==> config.mk <==
export PLATFORM = sky130hd
export DESIGN_NAME = nn_seq_router_flat
export DESIGN_NICKNAME = d
export VERILOG_FILES = /design/src/rtl/nn_seq_pkg.sv /design/src/rtl/nn_seq_router_if.sv /design/src/rtl/nn_seq_capture.sv /design/src/rtl/nn_seq_router.sv /design/src/flat_wrapper.sv
export SDC_FILE = /design/constraint.sdc
export NUM_CORES = 1
export LEC_CHECK = 0
export ABC_AREA = 1
export BUFFER_PORTS_ARGS = -buffer_cell sky130_fd_sc_hd__clkbuf_2
export CORE_MARGIN = 8
export CORE_UTILIZATION = 30
export DETAILED_ROUTE_END_ITERATION = 7
export PLACE_DENSITY = 0.5
export SLEW_MARGIN = 30
export SYNTH_ARGS = -nofsm -noshare
export SYNTH_HDL_FRONTEND = slang
export SYNTH_HIERARCHICAL = 1
export SYNTH_SLANG_ARGS = --single-unit
==> constraint.sdc <==
create_clock -name clk -period 3.58 [get_ports clk]
set_input_delay 0.358 -clock clk [delete_from_list [all_inputs] [get_ports clk]]
set_output_delay 0.358 -clock clk [all_outputs]
set_load 0.05 [all_outputs]
==> src/rtl/nn_seq_pkg.sv <==
// Shared types and instruction-field helpers for the nn_seq_router block.
// Optional feature macro: NN_SEQ_FEEDBACK_EN adds the feedback (FB) state.
package nn_seq_pkg;

  localparam int unsigned OpcW = 3;

  typedef enum logic [2:0] {
    OpNop    = 3'd0,
    OpLdIn   = 3'd1,
    OpLdW    = 3'd2,
    OpLdB    = 3'd3,
    OpAccW   = 3'd4,
    OpSwitch = 3'd5,
    OpRun    = 3'd6,
    OpRsvd   = 3'd7
  } opcode_e;

  typedef enum logic [1:0] {
    StIdle  = 2'd0,
    StRun   = 2'd1,
    StDrain = 2'd2
`ifdef NN_SEQ_FEEDBACK_EN
    , StFb  = 2'd3
`endif
  } state_e;

  // Instruction word is {opcode, addr, data}.
  function automatic int unsigned instr_w(input int unsigned data_w, input int unsigned ch_w);
    return OpcW + ch_w + data_w;
  endfunction

  function automatic int unsigned addr_lsb(input int unsigned data_w);
    return data_w;
  endfunction

  function automatic int unsigned opc_lsb(input int unsigned data_w, input int unsigned ch_w);
    return data_w + ch_w;
  endfunction

endpackage

==> src/rtl/nn_seq_router_if.sv <==
// Bundles the instruction, load, result and output streams of nn_seq_router.
interface nn_seq_router_if #(
  parameter int unsigned DATA_W = 16,
  parameter int unsigned NUM_CH = 2
) ();
  localparam int unsigned CH_W    = $clog2(NUM_CH);
  localparam int unsigned INSTR_W = nn_seq_pkg::instr_w(DATA_W, CH_W);

  logic                     instr_valid;
  logic                     instr_ready;
  logic [INSTR_W-1:0]       instr_data;
  logic [NUM_CH-1:0]        ld_in_vld;
  logic [NUM_CH-1:0]        ld_w_vld;
  logic                     ld_b_vld;
  logic [DATA_W-1:0]        ld_data;
  logic                     nn_start;
  logic                     accept_w;
  logic                     switch_out;
  logic [NUM_CH-1:0]        res_vld;
  logic [NUM_CH*DATA_W-1:0] res_data;
  logic                     out_valid;
  logic                     out_ready;
  logic [DATA_W-1:0]        out_data;
  logic [CH_W-1:0]          out_ch;
  logic                     busy;
  logic                     err_timeout;
  logic                     err_addr;

  // Router side.
  modport slave (
    input  instr_valid, instr_data, res_vld, res_data, out_ready,
    output instr_ready, ld_in_vld, ld_w_vld, ld_b_vld, ld_data, nn_start, accept_w,
           switch_out, out_valid, out_data, out_ch, busy, err_timeout, err_addr
  );

  // Host / datapath side.
  modport master (
    output instr_valid, instr_data, res_vld, res_data, out_ready,
    input  instr_ready, ld_in_vld, ld_w_vld, ld_b_vld, ld_data, nn_start, accept_w,
           switch_out, out_valid, out_data, out_ch, busy, err_timeout, err_addr
  );
endinterface

==> src/rtl/nn_seq_capture.sv <==
// Per-channel result capture: first valid pulse per channel wins until cleared.
module nn_seq_capture #(
  parameter int unsigned DATA_W = 16,
  parameter int unsigned NUM_CH = 2
) (
  input  logic                           clk,
  input  logic                           rst,
  input  logic                           clear,
  input  logic                           cap_en,
  input  logic [NUM_CH-1:0]              res_vld,
  input  logic [NUM_CH*DATA_W-1:0]       res_data,
  input  logic [$clog2(NUM_CH)-1:0]      rd_idx,
  output logic [DATA_W-1:0]              rd_data,
  output logic                           all_done
);
  logic [NUM_CH-1:0]             flag_q, flag_d;
  logic [NUM_CH-1:0][DATA_W-1:0] res_q, res_d;

  // Capture each channel once; clear takes priority so a new pass starts empty.
  always_comb begin
    flag_d = flag_q;
    res_d  = res_q;
    if (clear) begin
      flag_d = '0;
    end else if (cap_en) begin
      for (int c = 0; c < NUM_CH; c++) begin
        if (res_vld[c] && !flag_q[c]) begin
          flag_d[c] = 1'b1;
          res_d[c]  = res_data[c*DATA_W +: DATA_W];
        end
      end
    end
  end

  // Result registers and capture flags.
  always_ff @(posedge clk or negedge rst) begin
    if (!rst) begin
      flag_q <= '0;
      res_q  <= '0;
    end else begin
      flag_q <= flag_d;
      res_q  <= res_d;
    end
  end

  assign all_done = &flag_q;
  assign rd_data  = res_q[rd_idx];
endmodule

==> src/rtl/nn_seq_router.sv <==
// Instruction sequencer/router: decodes host instructions into one-cycle load strobes and
// pulses, runs a pass collecting every channel's result, then optionally streams them out.
// Optional feature macro: NN_SEQ_FEEDBACK_EN replays results as input loads (FB state).
module nn_seq_router
  import nn_seq_pkg::*;
#(
  parameter int unsigned DATA_W      = 16,
  parameter int unsigned NUM_CH      = 2,
  parameter int unsigned TIMEOUT_CYC = 255
) (
  input logic         clk,
  input logic         rst,
  nn_seq_router_if.slave bus
);
  localparam int unsigned     CH_W     = $clog2(NUM_CH);
  localparam int unsigned     CntW     = $clog2(TIMEOUT_CYC + 1);
  localparam logic [CH_W:0]   NumChL   = (CH_W + 1)'(NUM_CH);
  localparam logic [CH_W-1:0] LastCh   = CH_W'(NUM_CH - 1);
  localparam logic [CntW-1:0] TimeoutL = CntW'(TIMEOUT_CYC - 1);

  state_e            state_q, state_d, done_next;
  logic              drain_q, drain_d;
  logic [CntW-1:0]   cnt_q, cnt_d;
  logic [CH_W-1:0]   idx_q, idx_d;
  logic [NUM_CH-1:0] ld_in_q, ld_in_d, ld_w_q, ld_w_d;
  logic              ld_b_q, ld_b_d, start_q, start_d, acc_w_q, acc_w_d, switch_q, switch_d;
  logic [DATA_W-1:0] ld_data_q, ld_data_d;
  logic              err_to_q, err_to_d, err_addr_q, err_addr_d;
  logic              ready_q;
  logic              cap_clear, all_done;
  logic [DATA_W-1:0] rd_data;
`ifdef NN_SEQ_FEEDBACK_EN
  logic              fb_q, fb_d;
`endif

  opcode_e           opc;
  logic [CH_W-1:0]   addr;
  logic [DATA_W-1:0] data;
  logic              accept;

  assign data   = bus.instr_data[DATA_W-1:0];
  assign addr   = bus.instr_data[addr_lsb(DATA_W) +: CH_W];
  assign opc    = opcode_e'(bus.instr_data[opc_lsb(DATA_W, CH_W) +: OpcW]);
  assign accept = bus.instr_valid && ready_q;

  nn_seq_capture #(
    .DATA_W (DATA_W),
    .NUM_CH (NUM_CH)
  ) u_capture (
    .clk      (clk),
    .rst      (rst),
    .clear    (cap_clear),
    .cap_en   (state_q == StRun),
    .res_vld  (bus.res_vld),
    .res_data (bus.res_data),
    .rd_idx   (idx_q),
    .rd_data  (rd_data),
    .all_done (all_done)
  );

  // Where a completed pass goes next.
  always_comb begin
    done_next = drain_q ? StDrain : StIdle;
`ifdef NN_SEQ_FEEDBACK_EN
    if (fb_q) done_next = StFb;
`endif
  end

  // Next-state, strobe and error logic; every strobe defaults low so pulses are one cycle.
  always_comb begin
    state_d    = state_q;
    drain_d    = drain_q;
    cnt_d      = cnt_q;
    idx_d      = idx_q;
    ld_in_d    = '0;
    ld_w_d     = '0;
    ld_b_d     = 1'b0;
    ld_data_d  = ld_data_q;
    start_d    = 1'b0;
    acc_w_d    = 1'b0;
    switch_d   = 1'b0;
    err_to_d   = err_to_q;
    err_addr_d = err_addr_q;
    cap_clear  = 1'b0;
`ifdef NN_SEQ_FEEDBACK_EN
    fb_d       = fb_q;
`endif
    case (state_q)
      StIdle: begin
        if (accept) begin
          case (opc)
            OpLdIn, OpLdW: begin
              ld_data_d = data;
              if ({1'b0, addr} >= NumChL) begin
                err_addr_d = 1'b1;
              end else if (opc == OpLdIn) begin
                ld_in_d[addr] = 1'b1;
              end else begin
                ld_w_d[addr] = 1'b1;
              end
            end
            OpLdB: begin
              ld_b_d    = 1'b1;
              ld_data_d = data;
            end
            OpAccW:   acc_w_d  = 1'b1;
            OpSwitch: switch_d = 1'b1;
            OpRun: begin
              start_d   = 1'b1;
              drain_d   = data[1];
`ifdef NN_SEQ_FEEDBACK_EN
              fb_d      = data[0];
`endif
              cap_clear = 1'b1;
              cnt_d     = '0;
              state_d   = StRun;
            end
            default: ;
          endcase
        end
      end
      StRun: begin
        if (all_done) begin
          idx_d   = '0;
          state_d = done_next;
        end else if (cnt_q == TimeoutL) begin
          err_to_d = 1'b1;
          state_d  = StIdle;
        end else begin
          cnt_d = cnt_q + 1'b1;
        end
      end
`ifdef NN_SEQ_FEEDBACK_EN
      StFb: begin
        ld_in_d[idx_q] = 1'b1;
        ld_data_d      = rd_data;
        if (idx_q == LastCh) begin
          idx_d   = '0;
          state_d = drain_q ? StDrain : StIdle;
        end else begin
          idx_d = idx_q + 1'b1;
        end
      end
`endif
      StDrain: begin
        if (bus.out_ready) begin
          if (idx_q == LastCh) begin
            idx_d   = '0;
            state_d = StIdle;
          end else begin
            idx_d = idx_q + 1'b1;
          end
        end
      end
      default: state_d = StIdle;
    endcase
  end

  // State and registered outputs; ready tracks the state it will be in next cycle.
  always_ff @(posedge clk or negedge rst) begin
    if (!rst) begin
      state_q    <= StIdle;
      drain_q    <= 1'b0;
      cnt_q      <= '0;
      idx_q      <= '0;
      ld_in_q    <= '0;
      ld_w_q     <= '0;
      ld_b_q     <= 1'b0;
      ld_data_q  <= '0;
      start_q    <= 1'b0;
      acc_w_q    <= 1'b0;
      switch_q   <= 1'b0;
      err_to_q   <= 1'b0;
      err_addr_q <= 1'b0;
      ready_q    <= 1'b0;
`ifdef NN_SEQ_FEEDBACK_EN
      fb_q       <= 1'b0;
`endif
    end else begin
      state_q    <= state_d;
      drain_q    <= drain_d;
      cnt_q      <= cnt_d;
      idx_q      <= idx_d;
      ld_in_q    <= ld_in_d;
      ld_w_q     <= ld_w_d;
      ld_b_q     <= ld_b_d;
      ld_data_q  <= ld_data_d;
      start_q    <= start_d;
      acc_w_q    <= acc_w_d;
      switch_q   <= switch_d;
      err_to_q   <= err_to_d;
      err_addr_q <= err_addr_d;
      ready_q    <= (state_d == StIdle);
`ifdef NN_SEQ_FEEDBACK_EN
      fb_q       <= fb_d;
`endif
    end
  end

  assign bus.instr_ready = ready_q;
  assign bus.ld_in_vld   = ld_in_q;
  assign bus.ld_w_vld    = ld_w_q;
  assign bus.ld_b_vld    = ld_b_q;
  assign bus.ld_data     = ld_data_q;
  assign bus.nn_start    = start_q;
  assign bus.accept_w    = acc_w_q;
  assign bus.switch_out  = switch_q;
  assign bus.out_valid   = (state_q == StDrain);
  assign bus.out_data    = (state_q == StDrain) ? rd_data : '0;
  assign bus.out_ch      = (state_q == StDrain) ? idx_q : '0;
  assign bus.busy        = (state_q != StIdle);
  assign bus.err_timeout = err_to_q;
  assign bus.err_addr    = err_addr_q;
endmodule
==> src/flat_wrapper.sv <==
// flat-port wrapper written by rule: the top's interface ports become plain ports
module nn_seq_router_flat import nn_seq_pkg::*;
#(
  parameter int unsigned DATA_W      = 16,
  parameter int unsigned NUM_CH      = 2,
  parameter int unsigned TIMEOUT_CYC = 255
)
  (clk, rst, bus_instr_valid, bus_instr_data, bus_res_vld, bus_res_data, bus_out_ready, bus_instr_ready, bus_ld_in_vld, bus_ld_w_vld, bus_ld_b_vld, bus_ld_data, bus_nn_start, bus_accept_w, bus_switch_out, bus_out_valid, bus_out_data, bus_out_ch, bus_busy, bus_err_timeout, bus_err_addr);
  nn_seq_router_if #(.DATA_W(DATA_W), .NUM_CH(NUM_CH)) bus_i ();
  input logic clk;
  input logic rst;
  input wire logic [$bits(bus_i.instr_valid)-1:0] bus_instr_valid;
  input wire logic [$bits(bus_i.instr_data)-1:0] bus_instr_data;
  input wire logic [$bits(bus_i.res_vld)-1:0] bus_res_vld;
  input wire logic [$bits(bus_i.res_data)-1:0] bus_res_data;
  input wire logic [$bits(bus_i.out_ready)-1:0] bus_out_ready;
  output wire logic [$bits(bus_i.instr_ready)-1:0] bus_instr_ready;
  output wire logic [$bits(bus_i.ld_in_vld)-1:0] bus_ld_in_vld;
  output wire logic [$bits(bus_i.ld_w_vld)-1:0] bus_ld_w_vld;
  output wire logic [$bits(bus_i.ld_b_vld)-1:0] bus_ld_b_vld;
  output wire logic [$bits(bus_i.ld_data)-1:0] bus_ld_data;
  output wire logic [$bits(bus_i.nn_start)-1:0] bus_nn_start;
  output wire logic [$bits(bus_i.accept_w)-1:0] bus_accept_w;
  output wire logic [$bits(bus_i.switch_out)-1:0] bus_switch_out;
  output wire logic [$bits(bus_i.out_valid)-1:0] bus_out_valid;
  output wire logic [$bits(bus_i.out_data)-1:0] bus_out_data;
  output wire logic [$bits(bus_i.out_ch)-1:0] bus_out_ch;
  output wire logic [$bits(bus_i.busy)-1:0] bus_busy;
  output wire logic [$bits(bus_i.err_timeout)-1:0] bus_err_timeout;
  output wire logic [$bits(bus_i.err_addr)-1:0] bus_err_addr;
  assign bus_i.instr_valid = bus_instr_valid;
  assign bus_i.instr_data = bus_instr_data;
  assign bus_i.res_vld = bus_res_vld;
  assign bus_i.res_data = bus_res_data;
  assign bus_i.out_ready = bus_out_ready;
  assign bus_instr_ready = bus_i.instr_ready;
  assign bus_ld_in_vld = bus_i.ld_in_vld;
  assign bus_ld_w_vld = bus_i.ld_w_vld;
  assign bus_ld_b_vld = bus_i.ld_b_vld;
  assign bus_ld_data = bus_i.ld_data;
  assign bus_nn_start = bus_i.nn_start;
  assign bus_accept_w = bus_i.accept_w;
  assign bus_switch_out = bus_i.switch_out;
  assign bus_out_valid = bus_i.out_valid;
  assign bus_out_data = bus_i.out_data;
  assign bus_out_ch = bus_i.out_ch;
  assign bus_busy = bus_i.busy;
  assign bus_err_timeout = bus_i.err_timeout;
  assign bus_err_addr = bus_i.err_addr;
  nn_seq_router #(.DATA_W(DATA_W), .NUM_CH(NUM_CH), .TIMEOUT_CYC(TIMEOUT_CYC)) u_core (.clk(clk), .rst(rst), .bus(bus_i));
endmodule
==> results of run 1 <==
per-layer routing:
metal	track usage, %	vias to the layer above	share of wire, %
li1	-	1517	-
met1	16.2	1337	47
met2	18.7	93	44
met3	3.84	2	8.5
met4	4.29	0	0.60
met5	0	-	0
flip-flops by register name, indices dropped and copies added (netlist names):
register and cells:
u_core/u_capture/flag_q 2, u_core/cnt_q 8, u_core/bus.instr_ready 1, u_core/bus.err_timeout 1
u_core/u_capture/res_q 32, u_core/bus.ld_b_vld 1, u_core/bus.ld_in_vld 2, u_core/bus.ld_data 16
u_core/bus.accept_w 1, u_core/drain_q 1, u_core/state_q 2, u_core/bus.switch_out 1
u_core/bus.ld_w_vld 2, u_core/bus.nn_start 1, u_core/idx_q 1
worst max-delay path by stage:
stage | to | slack, ns | cells past startpoint
2_1_floorplan | bus_out_data[3] | 1.73 | 5
3_3_place_gp | u_core/u_capture/res_q[13]$_DFFE_PN0P_ | 1.38 | 9
3_5_place_dp | u_core/u_capture/res_q[4]$_DFFE_PN0P_ | 1.29 | 9
4_1_cts | bus_out_data[13] | 1.19 | 5
5_1_grt | u_core/u_capture/res_q[10]$_DFFE_PN0P_ | 1.23 | 8
6_report | u_core/u_capture/res_q[4]$_DFFE_PN0P_ | 1.45 | 8
kinds of logic (layout without fill, tap and decap cells):
logic type,Yosys count,in the layout,share of synthesized area (%)
xor gates and xnor gates,3,3,0.763
AOI/OAI and AO/OA,46,46,6.98
buffers and inverters,86,189,10.5
DFF,72,72,52.3
other,1,1,0.109
and+or+nand+nor,222,222,28.6
adders and majority gates,2,2,0.727
metrics by stage:
step	cells	util, %	area [um2]
after floorplan	432	-	3440
after global placement	662	35.7	4040
after detailed placement	662	35.8	4050
after CTS	678	38.6	4370
after global routing	678	38.6	4370
final	678	38.6	4370
cell usage in the layout, fill, tap and decap left out, drive strengths merged, types with 2 or more instances in the layout:
cell type  netlist  final
nor4             2      2
bufinv           0      2
nor2            36     36
dfrtp           72     72
ha               2      2
o21ai           42     42
inv             71     72
nand3           44     44
clkinv           0      3
nor3             5      5
clkbuf           3    110
a21oi            2      2
xor2             2      2
nand2          135    135
cell type report:
| cell class | instances | area (um2) |
|---|---|---|
| clock buffers | 9 | 225 |
| clock inverters | 7 | 95.1 |
| fillers | 1211 | 6950 |
| inverters | 71 | 267 |
| multi-input cells | 274 | 1290 |
| flip-flops and latches | 72 | 1800 |
| well taps | 143 | 179 |
| repair buffers | 102 | 517 |
power groups by stage:
stage          logic (mW)  registers [mW]  clock network, mW
2_1_floorplan       0.859            1.61                  0
3_3_place_gp         1.47            1.35                  0
3_5_place_dp         1.49            1.35                  0
4_1_cts              1.49            1.34              0.993
5_1_grt              1.64            1.39               1.03
6_report             1.46            1.34              0.958
==> results.sh, run 1 <==
export IMPL_vias_per_cell=4.35
export IMPL_grt_start_max_net_pins=73
export IMPL_die_area_mm2=0.0152
export IMPL_reg2reg_setup_slack_ns=1.45
export IMPL_boundaryPins=104
export IMPL_worst_slew_pin_slew_ns=0.815
export IMPL_reg2reg_depth=8
export IMPL_ant_nets=0
export IMPL_pre_cts_ws_ns=1.29
export IMPL_io_buffer_count=102
export IMPL_p_sw_mw=1.66
export IMPL_min_path_type="in2async"
export IMPL_track_usage_pct=12.3
export IMPL_die_w_um=123
export IMPL_r2r_start="u_core/state_q[1]$_DFF_PN0_"
export IMPL_finalSetupViolCount=0
export IMPL_row_count=39
export IMPL_path_class="reg2reg"
export IMPL_synth_top_area_share_pct=52.3
export IMPL_post_cts_setup_buffers=0
export IMPL_postSynth_asyncResetShare_pct=100
export IMPL_synth_edff_count=0
export IMPL_diodes=0
export IMPL_drc=0
export IMPL_yosysSeqAreaShare_pct=52.3
export IMPL_clkLatencyLatePin_ns=0.32
export IMPL_fmax_mhz=469
export IMPL_synth_avg_cell_area_um2=7.97
export IMPL_max_slew_margin_rel_pct=45.5
export IMPL_dr_total_vias=2949
export IMPL_drtIter0Drc=198
export IMPL_cp_arrival_ns=2.34
export IMPL_startpoint_type="flop"
export IMPL_cts_tree="done"
export IMPL_die_h_um=123
export IMPL_numCtsBuffers=9
export IMPL_worst_slack_ns=1.45
export IMPL_outcome="finished, final reports clean"
export IMPL_end_kind="flop"
export IMPL_post_drt_wl_per_cell_um=13.2
export IMPL_netlist_top_cells_count="124 x nand2_1, 72 x dfrtp_1, 67 x inv_1"
export IMPL_netlist_top_cells_area="dfrtp_1 52%, nand2_1 14%, inv_1 7.3%"
export IMPL_syn_cell_area_mm2=0.00344
export IMPL_skew_ns=0.00432
export IMPL_syn_nets=492
export IMPL_drt_first_pass_iters=4
export IMPL_comb_power_share_pct=38.9
export IMPL_crit_chain="inv_2, nand2_1, inv_1, inv_1, nor2_4, nand2_4, nand2_1, nand2_1"
export IMPL_max_cap_viol_count=0
export IMPL_leakage_nw=2.40
export IMPL_overflow=0
export IMPL_seq_power_share_pct=35.6
export IMPL_crit_fanout=34
export IMPL_hold_viol=0
export IMPL_grt_pass1_vias=3042
export IMPL_yosysTopAreaCell="dfrtp_1"
export IMPL_clock_sinks=72
export IMPL_fin_crit_ns=2.13
export IMPL_layout_drive_gt1_share_pct=26.2
export IMPL_cts_root_buffer="clkbuf_16"
export IMPL_r2r_end="u_core/u_capture/res_q[4]$_DFFE_PN0P_"
export IMPL_finalSetupTns_ns=0
export IMPL_totalPowerFinal_mw=3.76
export IMPL_cpMaxStageDelayCell="nor2_4"
export IMPL_nets=590
export IMPL_hold_buffers=0
export IMPL_synthFlopType="dfrtp_1"
export IMPL_p_int_mw=2.10
export IMPL_startpoint="u_core/state_q[1]$_DFF_PN0_"
export IMPL_crit_family="simple AND/OR/NAND/NOR gates"
export IMPL_switching_share_pct=44.2
export IMPL_synth_seq_cells=72
export IMPL_initial_core_util_pct=30.4
export IMPL_grt_first_pass_wirelength_um=15000
export IMPL_place_congestion=0.772
export IMPL_p_clk_share_pct=25.5
export IMPL_yosysUniqueCellTypes=25
export IMPL_yosysMostFrequentCell="nand2_1"
export IMPL_dpl_hpwl_um=6450
export IMPL_whs_ns=0.0484
export IMPL_wirelength_um=8960
export IMPL_area_growth_synth_to_final_pct=27.0
export IMPL_peakVddDrop_mv=0.511
export IMPL_rsz0062_at_grt="no"
export IMPL_core_mm2=0.0113
export IMPL_report_final_slew_viol_count=0
export IMPL_powerDensity_mw_per_mm2=860
export IMPL_ctsResizeCount=0
export IMPL_yosys_warnings=6
export IMPL_htree_num_levels=3
export IMPL_clk_path_buf_depth=2
export IMPL_required_ns=3.79
export IMPL_max_stage_delay_ns=0.63
export IMPL_path_buf_inv=3
export IMPL_clk_pin_slew_ns=0.06
export IMPL_synth_cells=432
export IMPL_antenna_found_initial=0
export IMPL_critPathMostFrequentCell="nand2_1"
export IMPL_period_share_pct=59.6
No activity file was read; power rests on OpenSTA's default activity.
==> run 2, diff against run 1 <==
- ABC_AREA: 1 -> 0
- clock period: 3.58 -> 2 ns (I/O delays scaled with it)
==> run 2 against run 1 <==
Wire length is 10% lower. Register-to-register slack worse by 1.2 ns. Setup slack worse by 1.2 ns. Utilization is 3.4 points higher. First-iteration DRC count is 55% lower. Critical path depth is 4 lower. Synthesized cell count is 44% lower. Clock-buffer cell count is 2 higher. Largest cell class unchanged.
==> results.sh, run 2 <==
export IMPL_htree_num_levels=3
export IMPL_reg2reg_setup_slack_ns=0.27
export IMPL_final_cell_mix="83 x clkbuf_2, 71 x dfrtp_1, 35 x mux2_2"
export IMPL_path_buf_inv=2
export IMPL_crit_fanout=14
export IMPL_path_class="reg2out"
export IMPL_clk_pin_slew_ns=0.06
export IMPL_fin_area_mm2=0.00474
export IMPL_max_stage_delay_ns=0.48
export IMPL_netlist_top_cells_area="dfrtp_1 53%, mux2_4 13%, mux2_2 12%"
export IMPL_outcome="finished, final reports clean"
export IMPL_crit_family="flip-flops"
export IMPL_io_buffer_count=102
export IMPL_grt_first_pass_wirelength_um=13200
export IMPL_boundaryPins=104
export IMPL_postSynth_asyncResetShare_pct=100
export IMPL_clk_path_buf_depth=2
export IMPL_post_drt_wl_per_cell_um=15.9
export IMPL_drtIter0Drc=90
export IMPL_synthFlopType="dfrtp_1"
export IMPL_vias_per_cell=4.51
export IMPL_dr_total_vias=2282
export IMPL_row_count=39
export IMPL_final_core_util_pct=42.0
export IMPL_ctsResizeCount=0
export IMPL_die_w_um=123
export IMPL_fmax_mhz=555
export IMPL_report_final_slew_viol_count=0
export IMPL_cp_arrival_ns=1.60
export IMPL_synth_cells=244
export IMPL_yosysSeqAreaShare_pct=52.7
export IMPL_cts_root_buffer="clkbuf_16"
export IMPL_hold_viol=0
export IMPL_period_share_pct=90.0
export IMPL_clock_sinks=72
export IMPL_drt_first_pass_iters=4
export IMPL_powerDensity_mw_per_mm2=1510
export IMPL_crit_chain="nor2b_1, buf_4, and2_1, buf_12"
export IMPL_largest_reg_flops=32
export IMPL_nets=418
export IMPL_numCtsBuffers=9
export IMPL_core_mm2=0.0113
export IMPL_syn_cell_area_mm2=0.00342
export IMPL_fin_crit_ns=1.80
export IMPL_clkLatencyLatePin_ns=0.32
export IMPL_finalSetupViolCount=0
export IMPL_antenna_found_initial=0
export IMPL_layout_commonest_cell="clkbuf_2"
export IMPL_end_kind="output port"
export IMPL_diodes=0
export IMPL_drc=0
export IMPL_synth_seq_cells=72
export IMPL_largest_register="u_core/u_capture/res_q"
export IMPL_fillerInstances=1082
export IMPL_synth_edff_count=0
export IMPL_synth_top_area_share_pct=52.7
export IMPL_die_h_um=123
export IMPL_leakage_nw=2.26
export IMPL_initial_core_util_pct=30.3
export IMPL_place_congestion=0.714
export IMPL_peakVddDrop_mv=0.675
export IMPL_min_path_type="in2reg"
export IMPL_max_cap_viol_count=0
export IMPL_layout_drive_gt1_share_pct=55.6
export IMPL_post_cts_setup_buffers=0
export IMPL_grt_start_max_net_pins=45
export IMPL_area_growth_synth_to_final_pct=38.6
export IMPL_yosysUniqueCellTypes=44
export IMPL_max_slew_margin_rel_pct=61.0
export IMPL_ant_nets=0
export IMPL_placedInstanceArea_mm2=0.00441
export IMPL_die_area_mm2=0.0151
export IMPL_rsz0062_at_grt="no"
export IMPL_finalSetupTns_ns=0
export IMPL_yosys_warnings=6
export IMPL_dpl_hpwl_um=5990
export IMPL_required_ns=1.80
export IMPL_netlist_top_cells_count="72 x dfrtp_1, 35 x mux2_2, 30 x mux2_4"
export IMPL_startpoint_type="flop"
export IMPL_worst_slew_pin_slew_ns=0.584
export IMPL_wirelength_um=8060
export IMPL_synth_avg_cell_area_um2=14.0
export IMPL_skew_ns=0.00539
export IMPL_yosysMostFrequentCell="dfrtp_1"
export IMPL_cpMaxStageDelayCell="dfrtp_1"
export IMPL_syn_nets=304
export IMPL_totalPowerFinal_mw=7.16
export IMPL_hold_buffers=1
export IMPL_cts_tree="done"
export IMPL_grt_pass1_vias=2577
export IMPL_track_usage_pct=11.2
export IMPL_yosysTopAreaCell="dfrtp_1"
export IMPL_overflow=0
-- run 2: cell count changes after synthesis, sizes merged, moves of 19 or more --
cell   delta
and2     +19
o21ai    -35
nor2     -29
inv      -66
nand2   -132
mux2     +65
nand3    -42
-- run 2: report_power, final --
part / leakage [nW] / total (mW) / switching, mW / internal (mW)
clock network: 0.152 / 1.71 / 0.586 / 1.12
logic: 1.21 / 2.99 / 1.60 / 1.39
registers: 0.898 / 2.46 / 0.391 / 2.07
-- run 2: path summary, 6_finish.rpt --
check	from	endpoint	cells past startpoint
min in group asynchronous	rst	u_core/u_capture/res_q[28]$_DFFE_PN0P_	2
min	bus_instr_data[16]	u_core/bus.ld_in_vld[0]$_DFF_PN0_	2
max reg2reg	u_core/state_q[1]$_DFF_PN0_	u_core/bus.ld_data[6]$_DFFE_PN0P_	5
max	u_core/state_q[1]$_DFF_PN0_	bus_out_data[9]	4
max in group asynchronous	rst	u_core/bus.switch_out$_DFF_PN0_	3
min reg2reg	u_core/bus.err_timeout$_DFFE_PN0P_	u_core/bus.err_timeout$_DFFE_PN0P_	2
-- run 2: kinds of logic (layout without fill, tap and decap cells) --
family	after synthesis	count (layout)	synth area share [%]
flops	72	72	52.7
mux	70	70	26.2
simple gates	60	60	12.0
compound gates	22	22	4.28
buf+inv	17	136	3.99
fa+ha+maj	2	2	0.732
other cells	1	1	0.110
-- run 2: stage by stage --
stage	setup slack [ns]	hold slack [ns]	std cells
after CTS	0.163	0.0594	506
final	0.199	0.0775	506
after detailed placement	0.262	0.249	489
after global placement	0.313	0.249	489
after global routing	0.0641	0.0819	506
after floorplan	0.0221	-0.0956	244
-- run 2: final cells by class --
| class | instances | area [um2] | share of cell area (%) |
|---|---|---|---|
| well taps | 143 | 179 | 3.78 |
| repair buffers | 115 | 933 | 19.7 |
| inverters | 5 | 18.8 | 0.396 |
| clock inverters | 5 | 80.1 | 1.69 |
| clock buffers | 11 | 243 | 5.12 |
| multi-input cells | 155 | 1480 | 31.3 |
| flip-flops and latches | 72 | 1800 | 38.1 |
-- run 2: metal layers --
| layer | wire length (um) | share of wire, % | global-route usage, % |
|---|---|---|---|
| met3 | 665 | 8.3 | 4.60 |
| met5 | 0 | 0 | 0 |
| met4 | 88 | 1.1 | 3.43 |
| met1 | 3520 | 44 | 13.6 |
| met2 | 3780 | 47 | 17.7 |
==> run 3, diff against run 2 <==
- ABC_AREA: 0 -> 1
==> run 3 against run 2 <==
Sequential cell count stayed put. Register-to-register slack hardly changed. Clock power rose by 11%. Cell count rose by 35%. Setup slack lost 0.021 ns. Largest power group unchanged.
==> results.sh, run 3 (synthesis gave the netlist of run 1 again) <==
export IMPL_switching_share_pct=43.0
export IMPL_drc=0
export IMPL_die_area_mm2=0.0152
export IMPL_fin_crit_ns=1.82
export IMPL_row_count=39
export IMPL_grt_start_max_net_pins=47
export IMPL_leakage_nw=2.44
export IMPL_layout_drive_gt1_share_pct=26.3
export IMPL_p_clk_share_pct=27.1
export IMPL_area_growth_synth_to_final_pct=29.5
export IMPL_end_kind="output port"
export IMPL_antenna_found_initial=0
export IMPL_report_final_slew_viol_count=0
export IMPL_cts_tree="done"
export IMPL_outcome="finished, final reports clean"
export IMPL_skew_ns=0.00557
export IMPL_boundaryPins=104
export IMPL_path_buf_inv=3
export IMPL_dr_total_vias=2934
export IMPL_powerDensity_mw_per_mm2=1560
export IMPL_crit_family="buffers and inverters"
export IMPL_crit_chain="buf_4, o21ai_0, inv_1, nor2_1, clkbuf_2"
export IMPL_finalSetupViolCount=0
export IMPL_max_stage_delay_ns=0.35
export IMPL_cpMaxStageDelayCell="dfrtp_1"
export IMPL_period_share_pct=91.1
export IMPL_max_slew_margin_rel_pct=48.8
export IMPL_die_h_um=123
export IMPL_hold_viol=0
export IMPL_overflow=0
export IMPL_required_ns=1.80
export IMPL_max_cap_viol_count=0
export IMPL_cp_arrival_ns=1.62
export IMPL_finalSetupTns_ns=0
export IMPL_drtIter0Drc=147
export IMPL_p_int_mw=3.97
export IMPL_clock_sinks=72
export IMPL_startpoint_type="flop"
export IMPL_clk_pin_slew_ns=0.06
export IMPL_peakVddDrop_mv=0.831
export IMPL_largest_reg_flops=32
export IMPL_wirelength_um=8950
export IMPL_io_buffer_count=102
export IMPL_die_w_um=123
export IMPL_clk_path_buf_depth=2
export IMPL_fmax_mhz=549
export IMPL_comb_power_share_pct=39.5
export IMPL_vias_per_cell=4.30
export IMPL_core_mm2=0.0113
export IMPL_rsz0062_at_grt="no"
export IMPL_final_cell_mix="124 x nand2_1, 101 x clkbuf_2, 72 x dfrtp_1"
export IMPL_dpl_hpwl_um=6590
export IMPL_track_usage_pct=12.2
export IMPL_p_sw_mw=2.99
export IMPL_crit_fanout=33
export IMPL_diodes=0
export IMPL_grt_pass1_vias=2967
export IMPL_min_path_type="in2reg"
export IMPL_initial_core_util_pct=30.4
export IMPL_drt_first_pass_iters=4
export IMPL_place_congestion=0.805
export IMPL_largest_register="u_core/u_capture/res_q"
export IMPL_pre_cts_ws_ns=0.265
export IMPL_cts_root_buffer="clkbuf_16"
export IMPL_ant_nets=0
export IMPL_numCtsBuffers=9
export IMPL_layout_commonest_cell="nand2_1"
export IMPL_worst_slew_pin_slew_ns=0.765
export IMPL_post_drt_wl_per_cell_um=13.1
export IMPL_worst_slack_ns=0.178
export IMPL_seq_power_share_pct=33.4
export IMPL_clkLatencyLatePin_ns=0.33
export IMPL_path_class="reg2out"
export IMPL_grt_first_pass_wirelength_um=14700
export IMPL_htree_num_levels=3
export IMPL_nets=594
[run 3: cell count changes in the layout (fill, tap and decap cells not counted), sizes merged, moves of 5 or more]
cell    delta
mux2      -65
and3       -5
nand2    +132
inv       +67
nand3     +42
and2      -19
nor2      +29
o21ai     +35
mux2i      -5
clkbuf    +17
buf       -27
[run 3: power by group through the flow]
stage / clock network, mW / logic [mW] / registers, mW
after detailed placement: 0 / 2.78 / 2.36
after global placement: 0 / 2.74 / 2.34
final: 1.89 / 2.75 / 2.33
after global routing: 2.00 / 3.06 / 2.41
after floorplan: 0 / 1.54 / 2.87
after CTS: 1.94 / 2.79 / 2.34
[run 3: repair_timing]
item	CTS	global route
hold endpoints to repair	26	0
hold buffers	1	0
setup buffers	0	0
resized for setup	0	0
[run 3: layout make-up]
type                            instances  area, um2
Clock buffer                           10        239
Clock inverter                          6        115
Fill cell                            1179       6860
Inverter                               71        267
Multi-Input combinational cell        274       1290
Sequential cell                        72       1800
Tap cell                              143        179
Timing Repair Buffer                  106        571
[run 3: final timing paths]
check | end | cells past startpoint | startpoint | slack, ns
max | bus_out_data[13] | 5 | u_core/idx_q$_DFFE_PN0P_ | 0.18
min | u_core/bus.ld_w_vld[0]$_DFF_PN0_ | 2 | bus_instr_data[16] | 0.07
max reg2reg | u_core/u_capture/res_q[26]$_DFFE_PN0P_ | 9 | u_core/state_q[0]$_DFF_PN0_ | 0.28
min reg2reg | u_core/u_capture/res_q[15]$_DFFE_PN0P_ | 2 | u_core/u_capture/res_q[15]$_DFFE_PN0P_ | 0.47
max in group asynchronous | u_core/bus.ld_data[6]$_DFFE_PN0P_ | 3 | rst | 1.09
min in group asynchronous | u_core/u_capture/res_q[17]$_DFFE_PN0P_ | 2 | rst | 0.34
[run 3: through the flow]
step / hold slack [ns] / instance area (um2) / total power [mW] / util (%) / cells
global placement: 0.145 / 4090 / 5.08 / 36.1 / 665
CTS: 0.0537 / 4460 / 7.07 / 39.4 / 682
floorplan: -0.0956 / 3440 / 4.41 / - / 432
global route: 0.0580 / 4460 / 7.47 / 39.4 / 682
detailed placement: 0.143 / 4100 / 5.14 / 36.2 / 665
finish: 0.0661 / 4460 / 6.96 / 39.4 / 682
[run 3: worst reg2reg max path, stage by stage, from the launching register on]
cell and delay, ns:
dfrtp_1 0.37, inv_2 0.06, nand2_2 0.11, nor2_4 0.06, nand2_2 0.13, inv_1 0.13, nor2_4 0.35, nand2_4 0.22
nand2_1 0.12, nand2_1 0.06
[run 3: layer usage]
layer	GRT usage, %	vias up	wire, um
li1	-	1527	-
met1	16.6	1314	4190
met3	3.20	10	717
met5	0	-	0
met4	5.42	0	160
met2	17.9	83	3890
